`src/rtl/switch_arbiter.sv`:
```
// Packet-aware round-robin arbiter draining N_PORTS input FIFOs into a
// single byte stream. Each packet is a length header followed by that many
// payload bytes; the grant is held for the whole packet.
module switch_arbiter #(
  parameter int N_PORTS    = 4,
  parameter int FIFO_WIDTH = 8,
  localparam int GW = (N_PORTS > 1) ? $clog2(N_PORTS) : 1
) (
  input  logic                            clk,
  input  logic                            rst,
  input  logic [N_PORTS-1:0]              fifo_empty,
  input  logic [N_PORTS*FIFO_WIDTH-1:0]   fifo_data,
  output logic [N_PORTS-1:0]              fifo_read_en,
  input  logic                            out_ready,
  output logic                            out_valid,
  output logic [FIFO_WIDTH-1:0]           out_data,
  output logic                            out_sop,
  output logic                            out_eop,
  output logic [GW-1:0]                   grant,
  output logic                            busy
);

  typedef enum logic [1:0] {IDLE, HDR, PAYLOAD} state_t;

  localparam logic [FIFO_WIDTH-1:0] ONE = FIFO_WIDTH'(1);

  state_t                state_q, state_d;
  logic [GW-1:0]         grant_q, grant_d;
  logic [GW-1:0]         last_grant_q, last_grant_d;
  // bytes of the current packet still expected to arrive on fifo_data
  logic [FIFO_WIDTH-1:0] remaining_q, remaining_d;
  // payload bytes not yet requested from the FIFO
  logic [FIFO_WIDTH-1:0] to_read_q, to_read_d;
  // a read was issued last cycle, so fifo_data carries a byte now
  logic                  inflight_q, inflight_d;

  logic [FIFO_WIDTH-1:0] port_data [N_PORTS];
  logic [GW-1:0]         cand_idx  [N_PORTS];
  logic [N_PORTS-1:0]    cand_vld;
  logic                  rr_found;
  logic [GW-1:0]         rr_sel;
  logic [FIFO_WIDTH-1:0] cur_data;
  logic                  can_issue;
  logic [N_PORTS-1:0]    rd_en;
  logic                  beat_valid, beat_sop, beat_eop;

  // Unpack data lanes; candidate k is the port k+1 places after last_grant.
  for (genvar gi = 0; gi < N_PORTS; gi++) begin : g_port
    assign port_data[gi] = fifo_data[gi*FIFO_WIDTH +: FIFO_WIDTH];
    assign cand_idx[gi]  = GW'((int'(last_grant_q) + gi + 1) % N_PORTS);
    assign cand_vld[gi]  = !fifo_empty[cand_idx[gi]];
  end

  assign cur_data  = port_data[grant_q];
  assign can_issue = !fifo_empty[grant_q] && out_ready;

  // Round-robin pick: nearest non-empty port after the last grant wins.
  always_comb begin
    rr_found = 1'b0;
    rr_sel   = '0;
    for (int k = N_PORTS - 1; k >= 0; k--) begin
      if (cand_vld[k]) begin
        rr_found = 1'b1;
        rr_sel   = cand_idx[k];
      end
    end
  end

  // Next-state, read issue and output beat decode.
  always_comb begin
    state_d      = state_q;
    grant_d      = grant_q;
    last_grant_d = last_grant_q;
    remaining_d  = remaining_q;
    to_read_d    = to_read_q;
    inflight_d   = 1'b0;
    rd_en        = '0;
    beat_valid   = 1'b0;
    beat_sop     = 1'b0;
    beat_eop     = 1'b0;
    case (state_q)
      IDLE: begin
        if (out_ready && rr_found) begin
          grant_d       = rr_sel;
          rd_en[rr_sel] = 1'b1;
          inflight_d    = 1'b1;
          state_d       = HDR;
        end
      end
      HDR: begin
        // Payload reads may only start once the header is visible.
        if (inflight_q) begin
          beat_valid = 1'b1;
          beat_sop   = 1'b1;
          if (cur_data == '0) begin
            beat_eop     = 1'b1;
            state_d      = IDLE;
            last_grant_d = grant_q;
          end else begin
            remaining_d = cur_data;
            to_read_d   = cur_data;
            state_d     = PAYLOAD;
            if (can_issue) begin
              rd_en[grant_q] = 1'b1;
              to_read_d      = cur_data - ONE;
              inflight_d     = 1'b1;
            end
          end
        end
      end
      PAYLOAD: begin
        if (inflight_q) begin
          beat_valid  = 1'b1;
          remaining_d = remaining_q - ONE;
          if (remaining_q == ONE) begin
            beat_eop     = 1'b1;
            state_d      = IDLE;
            last_grant_d = grant_q;
          end
        end
        if ((to_read_q != '0) && can_issue) begin
          rd_en[grant_q] = 1'b1;
          to_read_d      = to_read_q - ONE;
          inflight_d     = 1'b1;
        end
      end
      default: state_d = IDLE;
    endcase
  end

  // State registers with asynchronous active-low reset.
  always_ff @(posedge clk or negedge rst) begin
    if (!rst) begin
      state_q      <= IDLE;
      grant_q      <= '0;
      last_grant_q <= GW'(N_PORTS - 1);
      remaining_q  <= '0;
      to_read_q    <= '0;
      inflight_q   <= 1'b0;
    end else begin
      state_q      <= state_d;
      grant_q      <= grant_d;
      last_grant_q <= last_grant_d;
      remaining_q  <= remaining_d;
      to_read_q    <= to_read_d;
      inflight_q   <= inflight_d;
    end
  end

  // Read strobes are forced low while reset is held, even if FIFOs have data.
  assign fifo_read_en = rst ? rd_en : '0;
  assign out_valid    = beat_valid;
  assign out_sop      = beat_sop;
  assign out_eop      = beat_eop;
  assign out_data     = beat_valid ? cur_data : '0;
  assign grant        = grant_q;
  assign busy         = (state_q != IDLE);

endmodule

```
`config.mk`:
```
export PLATFORM = sky130hd
export DESIGN_NAME = switch_arbiter
export DESIGN_NICKNAME = d
export VERILOG_FILES = /design/src/rtl/switch_arbiter.sv
export SDC_FILE = /design/constraint.sdc
export NUM_CORES = 1
export LEC_CHECK = 0
export ABC_AREA = 1
export CORE_ASPECT_RATIO = 1.5
export CORE_UTILIZATION = 34
export CTS_CLUSTER_DIAMETER = 40
export DETAILED_ROUTE_END_ITERATION = 6
export PLACE_DENSITY_LB_ADDON = 0.2
export SETUP_SLACK_MARGIN = 0.02
export SLEW_MARGIN = 30
export SYNTH_ARGS = -nofsm -noshare
export SYNTH_HDL_FRONTEND = slang
export SYNTH_SLANG_ARGS = --single-unit
export TNS_END_PERCENT = 100
```
`constraint.sdc`:
```
create_clock -name clk -period 2.7 [get_ports clk]
set_input_delay 0.81 -clock clk [delete_from_list [all_inputs] [get_ports clk]]
set_output_delay 0.81 -clock clk [all_outputs]
set_load 0.05 [all_outputs]
```
==> results of run 1 <==
-- what timing repair did --
item,4_1_cts,5_1_grt
setup endpoints to repair,13,26
buffers inserted,30,9
resized for setup,109,41
pin swaps,71,40
gates cloned,0,1
-- layout make-up --
class | instances | share of cell area [%]
clock inverters | 1 | 0.120
repair buffers | 123 | 28.5
inverters | 48 | 4.73
multi-input cells | 333 | 48.7
flip-flops and latches | 23 | 13.9
well taps | 100 | 2.99
clock buffers | 3 | 0.988
-- per-stage QoR --
step / setup TNS [ns] / utilization, %
6_report: -1.38 / 58.2
5_1_grt: -1.89 / 58.2
4_1_cts: -1.43 / 56.0
3_5_place_dp: -4.07 / 50.9
3_3_place_gp: -3.85 / 50.9
2_1_floorplan: -0.818 / -
-- cells in the mapped netlist --
master / number
o21bai_1: 1
nor3_1: 4
nor3b_1: 1
buf_2: 1
a31oi_1: 1
o21ai_2: 1
a2bb2oi_1: 1
ha_1: 10
o21ai_0: 22
nand4_1: 2
nand3_2: 6
clkbuf_1: 4
o21ai_1: 11
inv_4: 2
nor2_4: 8
o22ai_1: 1
nor2_2: 5
dfstp_2: 2
and2_1: 2
xor2_1: 2
nand2_2: 5
nand3_4: 1
inv_1: 45
nor2_1: 30
a21oi_1: 9
buf_4: 1
mux2i_1: 1
a21oi_4: 1
nand2_4: 2
inv_2: 1
dfrtp_1: 21
nand2_1: 158
nand3_1: 45
nand3b_1: 1
buf_6: 5
a21boi_1: 1
-- critical path, cell delays in order --
cell	delay, ns
dlygate4sd2_1	0.25
inv_1	0.05
nand2_1	0.06
nand2_2	0.10
nand2_1	0.08
nand2_1	0.09
nand2_2	0.08
nand2_2	0.06
nand2_1	0.06
nand2_2	0.12
nand3_2	0.12
a21oi_4	0.19
buf_12	0.15
-- placed cells by master (no fill, tap or decap), types with 3 or more instances in the layout --
cell type	count
inv_1	40
o21ai_1	10
nor3_1	4
dlygate4sd2_1	23
nor2_2	5
buf_6	9
buf_12	16
a21oi_4	6
nand3_2	16
dfrtp_1	19
nand2_4	7
clkbuf_8	3
nor2_1	20
nand2_1	123
ha_1	9
nand3_1	34
inv_2	5
buf_4	59
buf_2	7
nor2_4	18
a21oi_1	4
nand2_2	34
o21ai_0	22
clkdlybuf4s15_1	4
-- power by group --
| group | total [uW] | internal (uW) | switching, uW |
|---|---|---|---|
| combinational | 4340 | 1820 | 2520 |
| clock | 235 | 104 | 131 |
| sequential | 691 | 524 | 167 |
| total | 5270 | 2450 | 2820 |
-- logic make-up after synthesis --
| family | count (synthesis) | synth area share [%] |
|---|---|---|
| xor+xnor | 2 | 0.697 |
| simple gates | 270 | 49.5 |
| flops | 23 | 23.0 |
| compound gates | 49 | 10.8 |
| buf+inv | 59 | 10.7 |
| fa+ha+maj | 10 | 4.98 |
| mux | 1 | 0.398 |
-- per-layer routing --
metal  vias to the layer above  wire (um)  GRT usage [%]
li1                       1550          -              -
met1                      1409       3190           23.6
met2                        89       4980           46.4
met3                        27        279           2.62
met4                         0        420           11.9
met5                         -          0              0
-- state kept, by name (all words and copies together) (netlist names) --
name / count
state_q: 2
inflight_q: 1
remaining_q: 8
last_grant_q: 2
to_read_q: 8
grant: 2
-- path summary, 6_finish.rpt --
check | from | slack, ns | endpoint | cells after the start
setup / recovery | fifo_empty[0] | -0.34 | fifo_read_en[3] | 13
hold / removal | last_grant_q[1]$_DFFE_PN1P_ | 0.52 | last_grant_q[1]$_DFFE_PN1P_ | 2
setup reg to reg | grant[0]$_DFFE_PN0P_ | 0.12 | to_read_q[3]$_DFFE_PN0P_ | 19
hold reg to reg | last_grant_q[1]$_DFFE_PN1P_ | 0.52 | last_grant_q[1]$_DFFE_PN1P_ | 2
max in group asynchronous | rst | 1.35 | last_grant_q[0]$_DFFE_PN1P_ | 2
min in group asynchronous | rst | 1.05 | to_read_q[5]$_DFFE_PN0P_ | 2
==> out/metrics.yaml, run 1 <==
status:
  status: "complete, but fails checks"
  violations: "setup timing"
clock_network:
  cts_buffer_depth: 2
  cts_hold_buffers: 0
  clk_pin_slew_ns: 0.09
  cts_root_buf: "clkbuf_8"
  cts.sinks: 23
  worstSkewPairLatency_ns: 0.27
  cts_tree: "done"
  cts_inserted_buffers: 3
  htreeDepth: 1
worst_hold_path:
  hold_path.class: "reg2reg"
route:
  wirelength_um: 8870
  wl_per_cell_um: 14.0
  first_iter_violations: 209
  firstDrtPassIters: 5
  via_per_inst: 4.87
  drc: 0
  ant_nets: 0
  vias: 3075
global_routing:
  grt_pass1_vias: 3049
  overflow: 0
  grtUsageTotal_pct: 23.6
  antenna_found_initial: 0
  grt_max_degree: 24
  grt_pass1_wl_um: 14000
synth:
  ys_ff_latch: 23
  synth_top_area_share_pct: 23.6
  syn-mean-instance-area_um2: 6.07
  ys_top_cells_by_area: "nand2_1 24%, dfrtp_1 21%, nand3_1 9.0%"
  synth_seq_area_share_pct: 23.0
  netlist-cell-type-count: 36
  synth_area_um2: 2510
  synth_cells: 414
  yosysTopAreaCell: "nand2_1"
  synth_nets: 463
  synth_warnings: 0
cells_and_area:
  multi_input_area_um2: 2040
  layout-drive-gt1-share_pct: 38.4
  fin_nets: 581
  diodes: 0
  finalInstanceArea_um2: 4180
  seq_area_um2: 581
  fillers: 664
  area.growth.synth_to_final_pct: 66.1
  layout.cells.non_filler: 631
floorplanning:
  num_rows: 38
  die-area_um2: 7750
  die_h_um: 107
  io_pins: 57
  core_um2: 7180
  start_util_pct: 35.0
  dieWidth_um: 72.2
sta:
  drv_slew: 0
  relSlewSlack_pct: 64.9
  hold_ws_ns: 0.521
  worstMarginPinSlew_ns: 0.523
  period_minus_slack_ns: 3.04
  setup_viol: 5
  clock.fmax_ghz: 0.329
  rsz0062_at_grt: "true"
  hold_viol: 0
  setup_ws_ns: -0.335
  post-route-period-util_pct: 112
  skew_ns: 0.00419
power:
  power.density_nw_per_um2: 1260
  vdd_drop_max_v: 0.000687
  p_leak_uw: 0.00210
  finalPower_uw: 5270
place:
  place_congestion: 0.904
  pre_cts_ws_ns: -0.664
  numPortBuffers: 56
  placed_cells: 597
  hpwl_um: 6720
  place_area_um2: 3660
setup_path:
  critPathLaunchType: "input port"
  worstSetupEndpointType: "output pin"
  cp.required_ns: 1.89
  critical_path_class: "in2out"
  critPathMaxFanout: 3
  arrival_ns: 2.23
job:
  maxCapViolCount: 0
No activity file was read; power rests on OpenSTA's default activity.
==> run 2, diff against run 1 <==
--- a/config.mk
+++ b/config.mk
@@ -7,7 +7,7 @@
 export LEC_CHECK = 0
 export ABC_AREA = 1
 export CORE_ASPECT_RATIO = 1.5
-export CORE_UTILIZATION = 34
+export CORE_UTILIZATION = 51
 export CTS_CLUSTER_DIAMETER = 40
 export DETAILED_ROUTE_END_ITERATION = 6
 export PLACE_DENSITY_LB_ADDON = 0.2
==> run 2 against run 1 <==
Effect of this change: the run still ends with setup timing left; global-route usage is 16 points higher; sequential cell count unchanged; hold slack improved by 0.0094 ns; die area fell by 33%; setup slack worse by 0.10 ns; combinational power up 7.4%; register-to-register slack got worse by 0.36 ns; critical endpoint is now fifo_read_en[1].
==> out/metrics.yaml, run 2 (same netlist as run 1, synthesis figures left out) <==
status:
  status: "complete, but fails checks"  # unchanged
  violations: "setup timing"  # unchanged
place:
  numPortBuffers: 56  # unchanged
  place_congestion: 0.835  # was 0.904
  placed_cells: 557  # was 597
  place_area_um2: 3580  # was 3660 um^2
  hpwl_um: 6230  # was 6720 um
global_routing:
  overflow: 0  # unchanged
  grt_pass1_vias: 3417  # was 3049
  grt_pass1_wl_um: 15800  # was 14000 um
  grt_max_degree: 24  # unchanged
  antenna_found_initial: 0  # unchanged
  grtUsageTotal_pct: 40.1  # was 23.6%
sta:
  drv_slew: 0  # unchanged
  worstMarginPinSlew_ns: 0.647  # was 0.523 ns
  setup_viol: 17  # was 5
  setup_ws_ns: -0.438  # was -0.335 ns
  period_minus_slack_ns: 3.14  # was 3.04 ns
  rsz0062_at_grt: "true"  # unchanged
  relSlewSlack_pct: 56.8  # was 64.9%
  hold_viol: 0  # unchanged
  skew_ns: 0.00487  # was 0.00419 ns
  post-route-period-util_pct: 116  # was 112%
  clock.fmax_ghz: 0.319  # was 0.329 GHz
setup_path:
  path_common_cell: "nand2_2"
  cp.buffers_inverters: 2  # was 3
  critPathMaxFanout: 8  # was 3
  critPathLaunchType: "flop"  # was input port
  cp_slowest_cell: "dfrtp_2"  # was dlygate4sd2_1
  arrival_ns: 2.33  # was 2.23 ns
  cp_top_family: "simple AND/OR/NAND/NOR gates"  # unchanged
  ff2ff_setup_slack_ns: -0.24  # was 0.12 ns
  critical_path_class: "reg2out"  # was in2out
  worstSetupEndpointType: "output pin"  # unchanged
  max_stage_delay_ns: 0.51  # was 0.25 ns
  cp.required_ns: 1.89  # about the same
  path_cells: "buf_12 -> nor2_4 -> nand2_1 -> nand2_2 -> nor2_4 -> nand2_2 -> nor2_4 -> nand2_2 -> nand2_2 -> nand2_4 -> nand2_2 -> a21oi_4 -> buf_12"  # was dlygate4sd2_1 -> inv_1 -> nand2_1 -> nand2_2 -> nand2_1 -> nand2_1 -> nand2_2 -> nand2_2 -> nand2_1 -> nand2_2 -> nand3_2 -> a21oi_4 -> buf_12
clock_network:
  clk_pin_slew_ns: 0.10  # was 0.09 ns
  cts_inserted_buffers: 3  # unchanged
  cts.sinks: 23  # unchanged
  cts_buffer_depth: 2  # unchanged
  htreeDepth: 1  # unchanged
  worstSkewPairLatency_ns: 0.28  # was 0.27 ns
  cts_tree: "done"  # unchanged
  cts_root_buf: "clkbuf_8"  # unchanged
cells_and_area:
  layout-drive-gt1-share_pct: 39.1  # was 38.4%
  layout.cells.non_filler: 591  # was 631
  layout_common_cells: "118 x nand2_1, 61 x buf_4, 41 x nand2_2"  # was 123 x nand2_1, 59 x buf_4, 40 x inv_1
  reg.largest.list: "remaining_q x8, to_read_q x8"  # unchanged
  final_common_cell: "nand2_1"  # unchanged
  fillers: 214  # was 664
  finalInstanceArea_um2: 4060  # was 4180 um^2
  diodes: 0  # unchanged
  fin_nets: 577  # was 581
  area.growth.synth_to_final_pct: 61.5  # was 66.1%
power:
  switching_share_pct: 56.6  # was 53.5%
  pwr-share-seq_pct: 12.6  # was 13.1%
  clkPwrFrac_pct: 4.4  # was 4.5%
  comb_power_share_pct: 83.0  # was 82.4%
  p_int_uw: 2440  # was 2450 uW
  p_leak_uw: 0.00205  # was 0.00210 uW
  power.density_nw_per_um2: 1380  # was 1260 nW/um^2
  p_switching_uw: 3180  # was 2820 uW
  vdd_drop_max_v: 0.00104  # was 0.000687 V
route:
  wl_per_cell_um: 20.7  # was 14.0 um
  ant_nets: 0  # unchanged
  firstDrtPassIters: 5  # unchanged
  drc: 0  # unchanged
  via_per_inst: 6.31  # was 4.87
  vias: 3729  # was 3075
  first_iter_violations: 489  # was 209
  wirelength_um: 12200  # was 8870 um
floorplanning:
  dieWidth_um: 59.3  # was 72.2 um
  die_h_um: 88.0  # was 107 um
  num_rows: 30  # was 38
  io_pins: 57  # unchanged
  core_um2: 4620  # was 7180 um^2
  die-area_um2: 5220  # was 7750 um^2
  start_util_pct: 54.5  # was 35.0%
job:
  maxCapViolCount: 0  # unchanged
worst_hold_path:
  hold_path.class: "reg2reg"  # unchanged
-- run 2: cell type report --
class,count,area (um^2),share of cell area [%]
multi-input cells,332,1990,49.0
repair buffers,120,1170,28.9
flip-flops and latches,23,581,14.3
inverters,48,188,4.62
well taps,64,80.1,1.97
clock buffers,3,41.3,1.02
clock inverters,1,7.51,0.185
-- run 2: final timing paths --
path / start / to / depth (start not counted)
min reg2reg: remaining_q[6]$_DFFE_PN0P_ / remaining_q[6]$_DFFE_PN0P_ / 2
max reg2reg: grant[0]$_DFFE_PN0P_ / to_read_q[3]$_DFFE_PN0P_ / 23
max in group asynchronous: rst / last_grant_q[1]$_DFFE_PN1P_ / 2
max: grant[0]$_DFFE_PN0P_ / fifo_read_en[1] / 13
min: remaining_q[6]$_DFFE_PN0P_ / remaining_q[6]$_DFFE_PN0P_ / 2
min in group asynchronous: rst / remaining_q[6]$_DFFE_PN0P_ / 2
-- run 2: worst reg2reg max path: cells and delay by family (launching register included) --
kind / cells / cell delay (ns)
DFF: 1 / 0.52
buffers and inverters: 14 / 1.70
and+or+nand+nor: 9 / 0.68
-- run 2: metal layers --
layer / vias to the layer above / track usage, % / routed length, um
met4: 0 / 29.0 / 1410
met5: - / 0 / 0
li1: 1540 / - / -
met3: 167 / 6.79 / 1150
met2: 371 / 73.5 / 5720
met1: 1651 / 39.0 / 3950
-- run 2: metrics by stage --
stage	total power [uW]	TNS, ns	hold WS, ns	utilization [%]	worst slack (ns)
4_1_cts	4910	-0.987	0.517	84.6	-0.185
3_5_place_dp	4150	-4.06	0.494	77.6	-0.644
3_3_place_gp	4060	-3.76	0.487	77.6	-0.604
6_report	5620	-3.65	0.530	88.0	-0.438
5_1_grt	5860	-4.54	0.563	88.0	-0.488
2_1_floorplan	3000	-0.818	0.464	-	-0.201
-- run 2: power groups by stage --
stage	Sequential, uW	Combinational, uW	Clock [uW]
final	708	4660	248
after global placement	682	3380	0
after floorplan	682	2320	0
after global routing	723	4880	256
after CTS	686	3990	238
after detailed placement	687	3470	0
-- run 2: what timing repair did --
item                       in CTS  in global routing
cloned                          1                  1
pin swaps                      64                 11
gates resized for setup       115                 27
setup buffers                  22                  7
hold buffers                    0                  0
setup endpoints to repair      13                 17
==> edit, RTL diff (config.mk and constraints of run 2) <==
`FIFO_WIDTH`: 8 -> 9.
--- a/src/rtl/switch_arbiter.sv
+++ b/src/rtl/switch_arbiter.sv
@@ -5,3 +5,3 @@
   parameter int N_PORTS    = 4,
-  parameter int FIFO_WIDTH = 8,
+  parameter int FIFO_WIDTH = 9,
   localparam int GW = (N_PORTS > 1) ? $clog2(N_PORTS) : 1
Ports: changed (resized fifo_data and out_data); port bits go from 57 to 62. No check against the original RTL was run, so the function may have changed too.
==> edit against run 2 <==
The flow finishes with violations (DRC, setup timing). Routed wire length is 26% higher. Clock skew down 2.8 ps. Synthesized area up 4.1%. Cell count increased by 4.6%. Cell area increased by 10%. Setup slack got worse by 110 ps. Sequential cell count grew 2. Utilization up 3.8 points. Global-route usage increased by 7.2 points. Largest cell class unchanged.
Power is left out: it rests on default switching activity, and per cell area and clock period it moved more than threefold.
==> edit: results (changes against run 2) <==
- Status: finished with violations
- Failing checks: DRC, setup timing
- Inverters: 44 (-8.3%)
- Final cell count without fillers: 618 (+4.6%)
- Worst setup margin: -546 ps (-108 ps)
- WL met2: 6780 um (+18%)
- Multi-input gate share of total cell area: 49.8% (+0.79 points)
- Buffers, non-clock: 138 (+15%)
- Final net count: 606 (+5.0%)
- DP HPWL: 6740 um (+8.2%)
- Via count: 4233 (+14%)
- Port Buffers: 61 (+8.9%)
- Row Count: 31 (+3.3%)
- Vias in the first global route: 3921 (+15%)
- Slowest-stage cell, CP: dfstp_2
- DRT iter0 DRCs: 1029 (+110%)
- WL final: 15400 um (+26%)
- First-pass GRT wire length: 19200 um (+22%)
- Largest net degree at the start of global routing: 26 (+8.3%)
- Register area: 631 um2 (+8.6%)
- Top cells by area, synth: dfrtp_1 (22%), nand2_1 (19%), o21ai_0 (7.3%)
- Cells after synthesis: 419 (+1.2%)
- Clock Skew: 2.06 ps (-2.81 ps)
- Synth top cells by count: nand2_1 (133), nor2_1 (45), inv_1 (40)
- Reg2Reg Setup Slack: -390 ps (-150 ps)
- Met1 wire length: 4530 um (+15%)
- Syn_nets: 472 (+1.9%)
- Worst skew pair latency: 300 ps (+20 ps)
- Final setup vio count: 12 (-5)
- Placed inst area: 3850 um2 (+7.5%)
- Share of cells above drive strength 1: 45.1% (+6.0 points)
- DRC: 27 (+27)
- DR pass1 iterations: 7 (+2)
- Worst-case hold slack: 547 ps (+16.9 ps)
- Slew @ Worst Pin: 504 ps (-143 ps)
- ClkCell Share: 1.12% (-0.085 points)
- Layout non-clock buf frac: 29.3% (+0.37 points)
- Placed Cells: 584 (+4.8%)
- Multi-input combinational cell count: 341 (+2.7%)
- Met3 GRT Util: 11.1% (+4.3 points)
- Synth cell types: 31 (-14%)
- Slowest stage delay, CP: 610 ps (+100 ps)
- Post-synthesis sequential area ratio: 24.0% (+1.0 points)
- Global Route met2 Usage: 76.3% (+2.7 points)
- Largest registers: remaining_q x9, to_read_q x9
-- edit: path summary, 6_finish.rpt --
kind,depth (start not counted),end,from
min in group asynchronous,2,remaining_q[4],rst
worst min register to register,2,to_read_q[3],to_read_q[3]
max in group asynchronous,2,last_grant_q[1],rst
worst max register to register,21,to_read_q[6],grant[0]
worst min-delay path,2,to_read_q[3],to_read_q[3]
worst max-delay path,12,fifo_read_en[1],last_grant_q[0]
-- edit: kinds of logic (layout without fill, tap and decap cells) --
| group | after synthesis | after routing | synth area share [%] |
|---|---|---|---|
| adders and majority gates | 10 | 10 | 4.78 |
| xor gates and xnor gates | 7 | 7 | 2.34 |
| AOI/OAI and AO/OA | 69 | 69 | 15.2 |
| DFF | 25 | 25 | 24.0 |
| buffers and inverters | 53 | 186 | 8.89 |
| and+or+nand+nor | 255 | 255 | 44.7 |
-- edit: repair_timing --
action / CTS / global route
resized for setup: 150 / 37
pin swaps: 81 / 19
setup endpoints to repair: 14 / 18
setup buffers: 23 / 10
